==> config.mk <==
export PLATFORM = sky130hd
export DESIGN_NAME = pwm_capture
export DESIGN_NICKNAME = d
export VERILOG_FILES = /design/src/rtl/pwm_capture.sv
export SDC_FILE = /design/constraint.sdc
export NUM_CORES = 1
export LEC_CHECK = 0
export ABC_AREA = 1
export CAP_MARGIN = 40
export CORE_MARGIN = 2
export CORE_UTILIZATION = 54
export CTS_CLUSTER_SIZE = 10
export DETAILED_ROUTE_END_ITERATION = 7
export GPL_ROUTABILITY_DRIVEN = 0
export MAX_ROUTING_LAYER = met4
export PLACE_DENSITY = 0.78
export REMOVE_ABC_BUFFERS = 1
export SKIP_LAST_GASP = 1
export SYNTH_ARGS = -nofsm -noshare
export SYNTH_HDL_FRONTEND = slang
export SYNTH_SLANG_ARGS = --single-unit
==> constraint.sdc <==
create_clock -name clk -period 3.1 [get_ports clk]
set_input_delay 0.62 -clock clk [delete_from_list [all_inputs] [get_ports clk]]
set_output_delay 0.62 -clock clk [all_outputs]
set_load 0.03 [all_outputs]
==> src/rtl/pwm_capture.sv <==
//==============================================================================
// pwm_capture: measures high time and rise-to-rise period of a PWM input, with loss-of-signal flag.
// Option macro: PWM_CAPTURE_GLITCH_FILTER_EN (glitch filter after synchronizer). Rev 1.0
//==============================================================================
`default_nettype none

module pwm_capture #(
   parameter int CNT_W    = 20,
   parameter int TIMEOUT  = 1_000_000,
   parameter int FILT_LEN = 4
) (
   input  logic             clk,
   input  logic             rst_n,
   input  logic             pwm_in,
   output logic [CNT_W-1:0] high_width,
   output logic [CNT_W-1:0] period,
   output logic             meas_valid,
   output logic             timeout
);

   localparam logic [CNT_W-1:0] CNT_MAX = {CNT_W{1'b1}};
   localparam logic [CNT_W-1:0] CNT_ONE = CNT_W'(1);
   localparam logic [CNT_W-1:0] TMO_VAL = CNT_W'(TIMEOUT);

   typedef enum logic [1:0] {
      IDLE = 2'd0,
      HIGH = 2'd1,
      LOW  = 2'd2
   } state_t;

   state_t           state;
   state_t           state_nxt;
   logic             sync_a;
   logic             s;
   logic             s_d;
   logic             lvl;
   logic             rise;
   logic             fall;
   logic             tmo_hit;
   logic             do_latch;
   logic             do_update;
   logic             do_tmo;
   logic [CNT_W-1:0] per_cnt;
   logic [CNT_W-1:0] hi_cnt;
   logic [CNT_W-1:0] hi_hold;

   always_ff @(posedge clk or negedge rst_n) begin
      if (!rst_n) begin
         sync_a <= 1'b0;
         s      <= 1'b0;
      end else begin
         sync_a <= pwm_in;
         s      <= sync_a;
      end
   end

`ifdef PWM_CAPTURE_GLITCH_FILTER_EN
   localparam int              FC_W    = $clog2(FILT_LEN + 1);
   localparam logic [FC_W-1:0] FC_LAST = FC_W'(FILT_LEN - 1);
   localparam logic [FC_W-1:0] FC_ONE  = FC_W'(1);

   logic            filt;
   logic [FC_W-1:0] filt_cnt;

   // Level follows s only after FILT_LEN consecutive samples disagreeing with it.
   always_ff @(posedge clk or negedge rst_n) begin
      if (!rst_n) begin
         filt     <= 1'b0;
         filt_cnt <= '0;
      end else if (s != filt) begin
         if (filt_cnt == FC_LAST) begin
            filt     <= s;
            filt_cnt <= '0;
         end else begin
            filt_cnt <= filt_cnt + FC_ONE;
         end
      end else begin
         filt_cnt <= '0;
      end
   end

   assign lvl = filt;
`else
   logic unused_filt_len;
   assign unused_filt_len = ^FILT_LEN;
   assign lvl             = s;
`endif

   always_ff @(posedge clk or negedge rst_n) begin
      if (!rst_n) begin
         s_d <= 1'b0;
      end else begin
         s_d <= lvl;
      end
   end

   assign rise    = lvl & ~s_d;
   assign fall    = ~lvl & s_d;
   assign tmo_hit = (per_cnt == TMO_VAL) && !rise;

   always_ff @(posedge clk or negedge rst_n) begin
      if (!rst_n) begin
         state <= IDLE;
      end else begin
         state <= state_nxt;
      end
   end

   // Timeout wins over a coincident fall; a coincident rise closes the frame normally.
   always_comb begin
      state_nxt = state;
      do_latch  = 1'b0;
      do_update = 1'b0;
      do_tmo    = 1'b0;
      case (state)
         IDLE: begin
            if (rise) begin
               state_nxt = HIGH;
            end
         end
         HIGH: begin
            if (tmo_hit) begin
               state_nxt = IDLE;
               do_tmo    = 1'b1;
            end else if (fall) begin
               state_nxt = LOW;
               do_latch  = 1'b1;
            end
         end
         LOW: begin
            if (rise) begin
               state_nxt = HIGH;
               do_update = 1'b1;
            end else if (tmo_hit) begin
               state_nxt = IDLE;
               do_tmo    = 1'b1;
            end
         end
         default: begin
            state_nxt = IDLE;
         end
      endcase
   end

   always_ff @(posedge clk or negedge rst_n) begin
      if (!rst_n) begin
         per_cnt <= '0;
         hi_cnt  <= '0;
      end else if (rise) begin
         per_cnt <= CNT_ONE;
         hi_cnt  <= CNT_ONE;
      end else begin
         if (per_cnt != CNT_MAX) begin
            per_cnt <= per_cnt + CNT_ONE;
         end
         if ((state == HIGH) && (hi_cnt != CNT_MAX)) begin
            hi_cnt <= hi_cnt + CNT_ONE;
         end
      end
   end

   always_ff @(posedge clk or negedge rst_n) begin
      if (!rst_n) begin
         hi_hold    <= '0;
         high_width <= '0;
         period     <= '0;
         meas_valid <= 1'b0;
         timeout    <= 1'b0;
      end else begin
         meas_valid <= 1'b0;
         if (do_latch) begin
            hi_hold <= hi_cnt;
         end
         if (do_update) begin
            high_width <= hi_hold;
            period     <= per_cnt;
            meas_valid <= 1'b1;
            timeout    <= 1'b0;
         end else if (do_tmo) begin
            timeout <= 1'b1;
         end
      end
   end

endmodule

`default_nettype wire

Word level (Yosys, flattened, before mapping):

Cells that the tools add are included.

* output and inout bits: 42
* bits of input ports: 3
* register bits: 107

* reduce and logical (&&, ||, !) cells: 8
* bitwise operators: 4
* $add $sub $neg: 2
* muxes and demuxes: 21
* equal/unequal tests: 8

Operators by type and width (count)
* 20-bit 2-to-1 mux: 4
* 20-bit by 1-bit adder with 20-bit output, second input constant: 2
* 20-bit != test, second input constant: 2
* 20-bit equality test, second input constant: 1
* 1-bit 2-to-1 mux: 10
* 2-bit 2-to-1 mux: 5
* 3-bit != test, second input constant: 2
* 2-bit one-hot mux with 3 select lines: 1
* 2-bit nonzero test: 3
* 3-bit AND reduction: 1
* 1-bit AND: 2
* 2-bit by 1-bit equality test with 1-bit output, second input constant: 1
* 2-bit equality test, second input constant: 1
* 1-bit logical AND: 2
* 2-bit zero test: 1
* 2-bit != test, second input constant: 1
* 1-bit NOT: 2
* 1-bit one-hot mux with 2 select lines: 1
* 1-bit zero test: 1

Depth between registers and ports, before layout:

Gate-level depths: netlist of the first run.

* depth after elaboration: 9
* mapped depth: 13
* gate-level depth less buffers: 13

Worst setup path before layout of the first run:

OpenSTA, ideal clock, no wires.

* path type: register to register
* from: register hi_cnt[0]
* to: register hi_cnt[13]
* setup slack: 1540 ps
* data arrival time: 1438 ps
* path buffers: 1
* period minus slack after synthesis: 1560 ps
* setup time: 122 ps
* cell stages (with the launch flop): 12
* cells stage by stage: dfrtp_1 -> ha_1 -> inv_2 -> nor2_2 -> nand2_2 -> nor2_4 -> nand2_2 -> nand2_4 -> buf_6 -> o21ai_0 -> nand2_1 -> nor2_1

* word-level cells in the longest chain between the ends: 3

RTL lines
* from (decl): RTL line 44 `logic [CNT_W-1:0] hi_cnt;`
* from (signal assigned): RTL line 157 `hi_cnt <= hi_cnt + CNT_ONE;`
* 20-bit by 1-bit adder with 20-bit output or 20-bit != test (tied branches): RTL line 157, 156
* 20-bit 2-to-1 mux or 1-bit logical AND (tied branches): RTL line 156 `if ((state == HIGH) && (hi_cnt != CNT_MAX)) begin`
* 20-bit 2-to-1 mux or 2-bit nonzero test (tied branches)

Parallel ways exist; a longest one is shown, timed or not. The select of a mux whose other input is x is not followed.
A chain may end at the register's enable or synchronous reset.

Worst setup path in the final report of the first run:

* from: register hi_cnt[0]
* to: register hi_cnt[6]

Same word-level chain as after synthesis.

==> metrics.md, run 1 <==
| Metric | Value |
|---|---|
| Max clock buf depth | 2 |
| First-pass GRT wire length | 18900 um |
| Largest net degree at the start of global routing | 58 |
| Via density | 5.27 |
| Post-cts resize count | 0 |
| EDFF count, synth | 0 |
| Worst min-delay path class | in2async |
| Hpwl dp | 7500 um |
| Worst path most repeated cell | nand2_1 |
| Slew Limit Fails | 0 |
| Share of layout cells above drive strength 1 | 9.95% |
| Ports | 45 |
| Post-CTS setup buffers | 0 |
| Reg clk slew, reported paths | 100 ps |
| Most common cell in the synthesized netlist | nand2_1 |
| Rel. slew slack | 50.5% |
| Status | finished, final reports clean |
| Vias in the first global route | 4073 |
| Iter 0 DRT Violations | 289 |
| Nets@finish | 668 |
| Fin util | 63.6% |
| Primary FF master, synth | dfrtp_1 |
| P_sw | 1.08 mW |
| Yosys warns | 0 |
| Residual DRC | 0 |
| Initial Util | 55.5% |
| Asr flop ratio synth | 100% |
| Clock Skew | 7.80 ps |
| CTS sink count | 107 |
| Post-synthesis cell type count | 32 |
| Mapped cell area | 0.00513 mm^2 |
| Crit path time final | 2040 ps |
| Later-pin clock latency in the skew report | 360 ps |
| Die area | 0.0103 mm^2 |
| Die W | 101 um |
| Top cells by count, synth | 201 x nand2_1, 107 x dfrtp_1, 53 x inv_1, 53 x nor2_1, 46 x o21ai_0 |
| Max cap viols | 0 |
| Setup slack, reg-to-reg | 1060 ps |
| Period utilisation layout | 65.9% |
| Clock share of power | 28.3% |
| TritonCTS clock tree | done |
| Power Density | 558 mW/mm^2 |
| Final setup viols | 0 |
| Power share of the combinational group | 23.0% |
| Unrepaired setup endpoints after global routing | no |
| Lkg Pwr | 2.72 nW |
| Port Buffers | 44 |
| Worst path arrival time | 2350 ps |
| Crit. End Element | flip-flop |
| Register area share after synthesis | 52.2% |
| Vias | 4177 |
| Worst Tran Pin Value | 742 ps |
| Top cell type's share of synthesized area | 52.2% |
| Wire per inst | 13.8 um |
| Cell count after synthesis | 618 |
| Diodes inserted | 0 |
| #FFs+latches synth | 107 |
| GRT overflow | 0 |
| Crit path kind | reg2reg |
| Max Clk Rate | 490 MHz |
| Power share of the sequential group | 48.7% |
| Slowest stage delay, CP | 410 ps |
| Core area | 0.00924 mm^2 |
| Sw Share | 33.1% |
| Antenna violations before repair | 0 |
| Slowest-stage cell, CP | dfrtp_1 |
| CP Launch Type | flip-flop |
| Peak supply drop | 0.440 mV |
| Detailed Routing Iterations Pass 1 | 5 |
| Row cnt | 35 |
| Gr usage total | 23.7% |
| CP Cell Sequence | ha_1, inv_2, nor2_2, nand2_2, nor2_4, a21boi_1, buf_4, nand2_1, nand2_1, nand2_1, nor2_1 |
| Mean post-synth cell area | 8.30 um^2 |
| Synth area leaders | dfrtp_1 52%, nand2_1 15%, o21ai_0 4.5% |
| Area grow syn2layout | 14.4% |
| Cell taking the most area after synthesis | dfrtp_1 |
| Internal | 2.20 mW |
| DIE HEIGHT | 101 um |
| Root Buffer | clkbuf_8 |
| H-tree depth | 3 |
| Cts bufs inserted | 9 |
| Crit Path Max Fanout | 7 |
| Fin. Hold Viols | 0 |
| Routed Antenna Nets | 0 |
| Fin Setup TNS | 0 ps |
| Hold_buf cts | 0 |
| Drt total wl | 10900 um |
| Required time worst endpoint | 3400 ps |
## critical path, delay by kind of cell, from the launching register on
kind | cells | cell delay [ps]
compound gates | 1 | 410
fa+ha+maj | 1 | 250
buf+inv | 2 | 360
simple gates | 7 | 550
flops | 1 | 410
## power by group through the flow
stage,combinational [mW],sequential (mW),clock (mW)
2_1_floorplan,0.415,1.68,0
3_3_place_gp,0.728,1.61,0
3_5_place_dp,0.746,1.62,0
4_1_cts,0.755,1.60,0.948
5_1_grt,0.847,1.61,1.00
6_report,0.755,1.60,0.929
## placed cells by master (no fill, tap or decap), drive strengths merged
| cell | instances |
|---|---|
| o31ai | 3 |
| clkbuf | 10 |
| nor3 | 24 |
| nand2 | 207 |
| nand4 | 13 |
| nor2 | 57 |
| or2 | 1 |
| clkinvlp | 2 |
| o21ai | 72 |
| buf | 5 |
| a31oi | 4 |
| a21boi | 1 |
| bufinv | 2 |
| clkdlybuf4s50 | 43 |
| o21a | 1 |
| dfrtp | 107 |
| inv | 60 |
| nand3 | 35 |
| xor2 | 4 |
| clkinv | 1 |
| ha | 7 |
| a21oi | 4 |
## metrics by stage
stage	power, mW	instance area (um^2)	setup slack (ps)	cells	hold slack [ps]
3_3_place_gp	2.34	5660	1190	776	332
3_5_place_dp	2.37	5660	1110	776	336
4_1_cts	3.30	5870	1060	792	337
5_1_grt	3.46	5870	821	792	376
2_1_floorplan	2.10	5010	638	599	324
6_report	3.28	5870	1060	792	301
## layer usage
layer,vias to the layer above,track usage [%],part of all wire (%)
met5,-,-,0
li1,2063,-,-
met3,14,4.00,7.0
met2,179,34.8,45
met4,0,8.32,1.2
met1,1921,33.5,47
## state kept, by name, indices dropped and copies added, names as in the netlist
register	flops
state	2
period	20
hi_cnt	20
lvl	1
per_cnt	20
hi_hold	20
s_d	1
timeout	1
high_width	20
meas_valid	1
sync_a	1
## final cells by class
class | instances | area (um^2)
Timing Repair Buffer | 48 | 480
Clock buffer | 10 | 128
Fill cell | 771 | 3370
Clock inverter | 6 | 88.8
Multi-Input combinational cell | 433 | 2120
Tap cell | 129 | 161
Sequential cell | 107 | 2680
Inverter | 59 | 221
## cells by family after synthesis
group                    share of synthesized area (%)
XOR/XNOR                                         0.683
adder cells (fa/ha/maj)                           1.71
AND/OR/NAND/NOR                                   28.3
AO/OA/AOI/OAI                                     10.5
flip-flops                                        52.2
buffers and inverters                             6.66
## path summary, 6_finish.rpt
| check | end | startpoint | cells past startpoint |
|---|---|---|---|
| worst max-delay path | hi_cnt[6]$_DFFE_PN0P_ | hi_cnt[0]$_DFFE_PN0P_ | 11 |
| worst min-delay path | period[11]$_DFFE_PN0P_ | rst_n | 1 |
| worst max register to register | hi_cnt[6]$_DFFE_PN0P_ | hi_cnt[0]$_DFFE_PN0P_ | 11 |
| worst min register to register | lvl$_DFF_PN0_ | sync_a$_DFF_PN0_ | 0 |
| max in group asynchronous | lvl$_DFF_PN0_ | rst_n | 2 |
| min in group clk | lvl$_DFF_PN0_ | sync_a$_DFF_PN0_ | 0 |
Note: power is estimated with default switching activity, not from simulation.
==> inputs of run 2 (changes only) <==
--- a/config.mk
+++ b/config.mk
@@ -8,12 +8,12 @@
 export ABC_AREA = 1
 export CAP_MARGIN = 40
 export CORE_MARGIN = 2
-export CORE_UTILIZATION = 54
+export CORE_UTILIZATION = 52
 export CTS_CLUSTER_SIZE = 10
 export DETAILED_ROUTE_END_ITERATION = 7
 export GPL_ROUTABILITY_DRIVEN = 0
 export MAX_ROUTING_LAYER = met4
-export PLACE_DENSITY = 0.78
+export PLACE_DENSITY = 0.79
 export REMOVE_ABC_BUFFERS = 1
 export SKIP_LAST_GASP = 1
 export SYNTH_ARGS = -nofsm -noshare
==> constraint.sdc (replaced) <==
create_clock -name clk -period 1.7 [get_ports clk]
set_input_delay 0.34 -clock clk [delete_from_list [all_inputs] [get_ports clk]]
set_output_delay 0.34 -clock clk [all_outputs]
set_load 0.03 [all_outputs]
==> run 2 against run 1 <==
- the flow now finishes with violations (setup timing)
- sequential cell count stayed put
- first-iteration DRC count up 20%
- utilization grew 4.6 points
- largest cell class unchanged
- combinational power rose to 2.8 times the previous value
==> metrics.md, run 2 (synthesis results as in run 1) <==
| Metric | Value |
|---|---|
| Power Density | 1030 mW/mm^2 (was 558 mW/mm^2) |
| CTS sink count | 107 (unchanged) |
| GRT overflow | 0 (unchanged) |
| Placement Cell Area | 0.00613 mm^2 (was 0.00566 mm^2) |
| Share of layout cells above drive strength 1 | 21.0% (was 9.95%) |
| Crit Path Max Fanout | 9 (was 7) |
| Die W | 103 um (was 101 um) |
| Commonest non-fill, non-tap cells in the layout | 199 x nand2_1, 105 x dfrtp_1, 55 x buf_4, 49 x inv_1, 49 x nor2_1 (was 200 x nand2_1, 107 x dfrtp_1, 53 x inv_1, 53 x nor2_1, 46 x o21ai_0) |
| Clock Skew | 14.3 ps (was 7.80 ps) |
| Cts bufs inserted | 9 (unchanged) |
| Worst Tran Pin Value | 389 ps (was 742 ps) |
| Reg clk slew, reported paths | 100 ps (about the same) |
| Lkg Pwr | 3.33 nW (was 2.72 nW) |
| Area grow syn2layout | 28.5% (was 14.4%) |
| First-pass GRT wire length | 20400 um (was 18900 um) |
| Residual DRC | 0 (unchanged) |
| Max cap viols | 0 (unchanged) |
| Detailed Routing Iterations Pass 1 | 7 (was 5) |
| DIE HEIGHT | 103 um (was 101 um) |
| Slew Limit Fails | 0 (unchanged) |
| Later-pin clock latency in the skew report | 390 ps (was 360 ps) |
| H-tree depth | 3 (unchanged) |
| Iter 0 DRT Violations | 347 (was 289) |
| Antenna violations before repair | 0 (unchanged) |
| Diodes inserted | 0 (unchanged) |
| Row cnt | 36 (was 35) |
| Final setup viols | 10 (was 0) |
| Design area | 0.00660 mm^2 (was 0.00587 mm^2) |
| Largest net degree at the start of global routing | 57 (was 58) |
| Routed Antenna Nets | 0 (unchanged) |
| Die area | 0.0107 mm^2 (was 0.0103 mm^2) |
| Wire per inst | 15.4 um (was 13.8 um) |
| Unrepaired setup endpoints after global routing | yes (was no) |
| Gr usage total | 25.4% (was 23.7%) |
| Port Buffers | 44 (unchanged) |
| Ports | 45 (unchanged) |
| Hpwl dp | 8650 um (was 7500 um) |
| Fin. Hold Viols | 0 (unchanged) |
| Setup slack, reg-to-reg | -20 ps (was 1060 ps) |
| Vias | 4730 (was 4177) |
| Crit path kind | reg2reg (unchanged) |
| Period utilisation layout | 101% (was 65.9%) |
| Max Clk Rate | 582 MHz (was 490 MHz) |
| Fin util | 68.1% (was 63.6%) |
| Failing checks | setup timing |
| TritonCTS clock tree | done (unchanged) |
| Power after layout | 6.78 mW (was 3.28 mW) |
| Worst path arrival time | 1990 ps (was 2350 ps) |
| Core area | 0.00968 mm^2 (was 0.00924 mm^2) |
| Via density | 5.48 (was 5.27) |
| Crit path time final | 1720 ps (was 2040 ps) |
| Nets@finish | 735 (was 668) |
| Crit. End Element | flip-flop (unchanged) |
| Setup ws final | -18.3 ps (was 1060 ps) |
| Required time worst endpoint | 1970 ps (was 3400 ps) |
| Max clock buf depth | 2 (unchanged) |
| Vias in the first global route | 4462 (was 4073) |
| Status | complete, but fails checks (was finished, final reports clean) |
| CP Launch Type | flip-flop (unchanged) |
| Most common cell after layout, fill and taps aside | nand2_1 (unchanged) |
| Initial Util | 53.0% (was 55.5%) |
| Peak supply drop | 0.631 mV (was 0.440 mV) |
| Drt total wl | 13200 um (was 10900 um) |
| Root Buffer | clkbuf_8 (unchanged) |
| Worst min-delay path class | reg2reg (was in2async) |
| Rel. slew slack | 73.9% (was 50.5%) |
==> run 2: cell types whose count changed in the layout (fill, tap and decap cells not counted), sizes merged <==
cell and delta:
buf +62, clkbuf +4, clkinvlp -1, clkdlybuf4s50 -42
clkinv +1, dlygate4sd2 +42, dlygate4sd3 +1
==> run 2: cell type report <==
type	instances	area, um^2
Clock buffer	10	138
Clock inverter	6	86.3
Fill cell	754	3090
Inverter	59	224
Multi-Input combinational cell	433	2200
Sequential cell	107	2680
Tap cell	133	166
Timing Repair Buffer	115	1110
==> run 2: timing repair <==
item,4_1_cts,5_1_grt
cloned,0,6
endpoints found under the setup margin,75,57
gates resized for setup,46,39
endpoints found under the hold margin,107,0
hold buffers,1,0
setup buffers,1,8
pin swaps,0,5
==> run 2: worst paths after layout <==
check,startpoint,endpoint,cells past startpoint
setup reg to reg,per_cnt[0]$_DFFE_PN0P_,hi_hold[18]$_DFFE_PN0P_,10
setup / recovery,per_cnt[0]$_DFFE_PN0P_,hi_hold[18]$_DFFE_PN0P_,10
max in group asynchronous,rst_n,per_cnt[0]$_DFFE_PN0P_,3
hold / removal,sync_a$_DFF_PN0_,lvl$_DFF_PN0_,0
min in group asynchronous,rst_n,period[13]$_DFFE_PN0P_,3
hold reg to reg,sync_a$_DFF_PN0_,lvl$_DFF_PN0_,0
==> run 2: where the power goes <==
part / switching, mW / leakage [nW] / internal, mW / total (mW)
clock network: 0.890 / 0.113 / 0.870 / 1.76
logic: 1.22 / 1.75 / 0.899 / 2.12
registers: 0.144 / 1.47 / 2.75 / 2.90
total: 2.26 / 3.33 / 4.52 / 6.78
==> run 2: metrics by stage <==
stage | hold WS (ps) | instances | setup WS (ps) | TNS, ps
after floorplan | 44.4 | 599 | -762 | -26380
after global placement | 336 | 830 | -313 | -2590
after detailed placement | 346 | 831 | -68.3 | -1110
after CTS | 369 | 849 | -6.58 | -6.58
after global routing | 387 | 863 | -113 | -2240
final | 367 | 863 | -18.3 | -83.9
==> run 2: critical path, stage by stage, from the launching register on <==
cell,delay [ps]
dfrtp_2,430
inv_2,90
ha_4,140
inv_2,30
nor2_2,60
nand2_1,60
nor2_2,130
nand4_2,140
nand3_4,250
clkbuf_16,210
o21ai_0,70
==> run 2: routing by layer <==
metal  vias up  wire [um]  GRT usage (%)
li1       2197          -              -
met1      2277       5470           33.0
met2       207       6510           39.2
met3        49        837           5.44
met4         0        436           10.1
met5         -          0              -
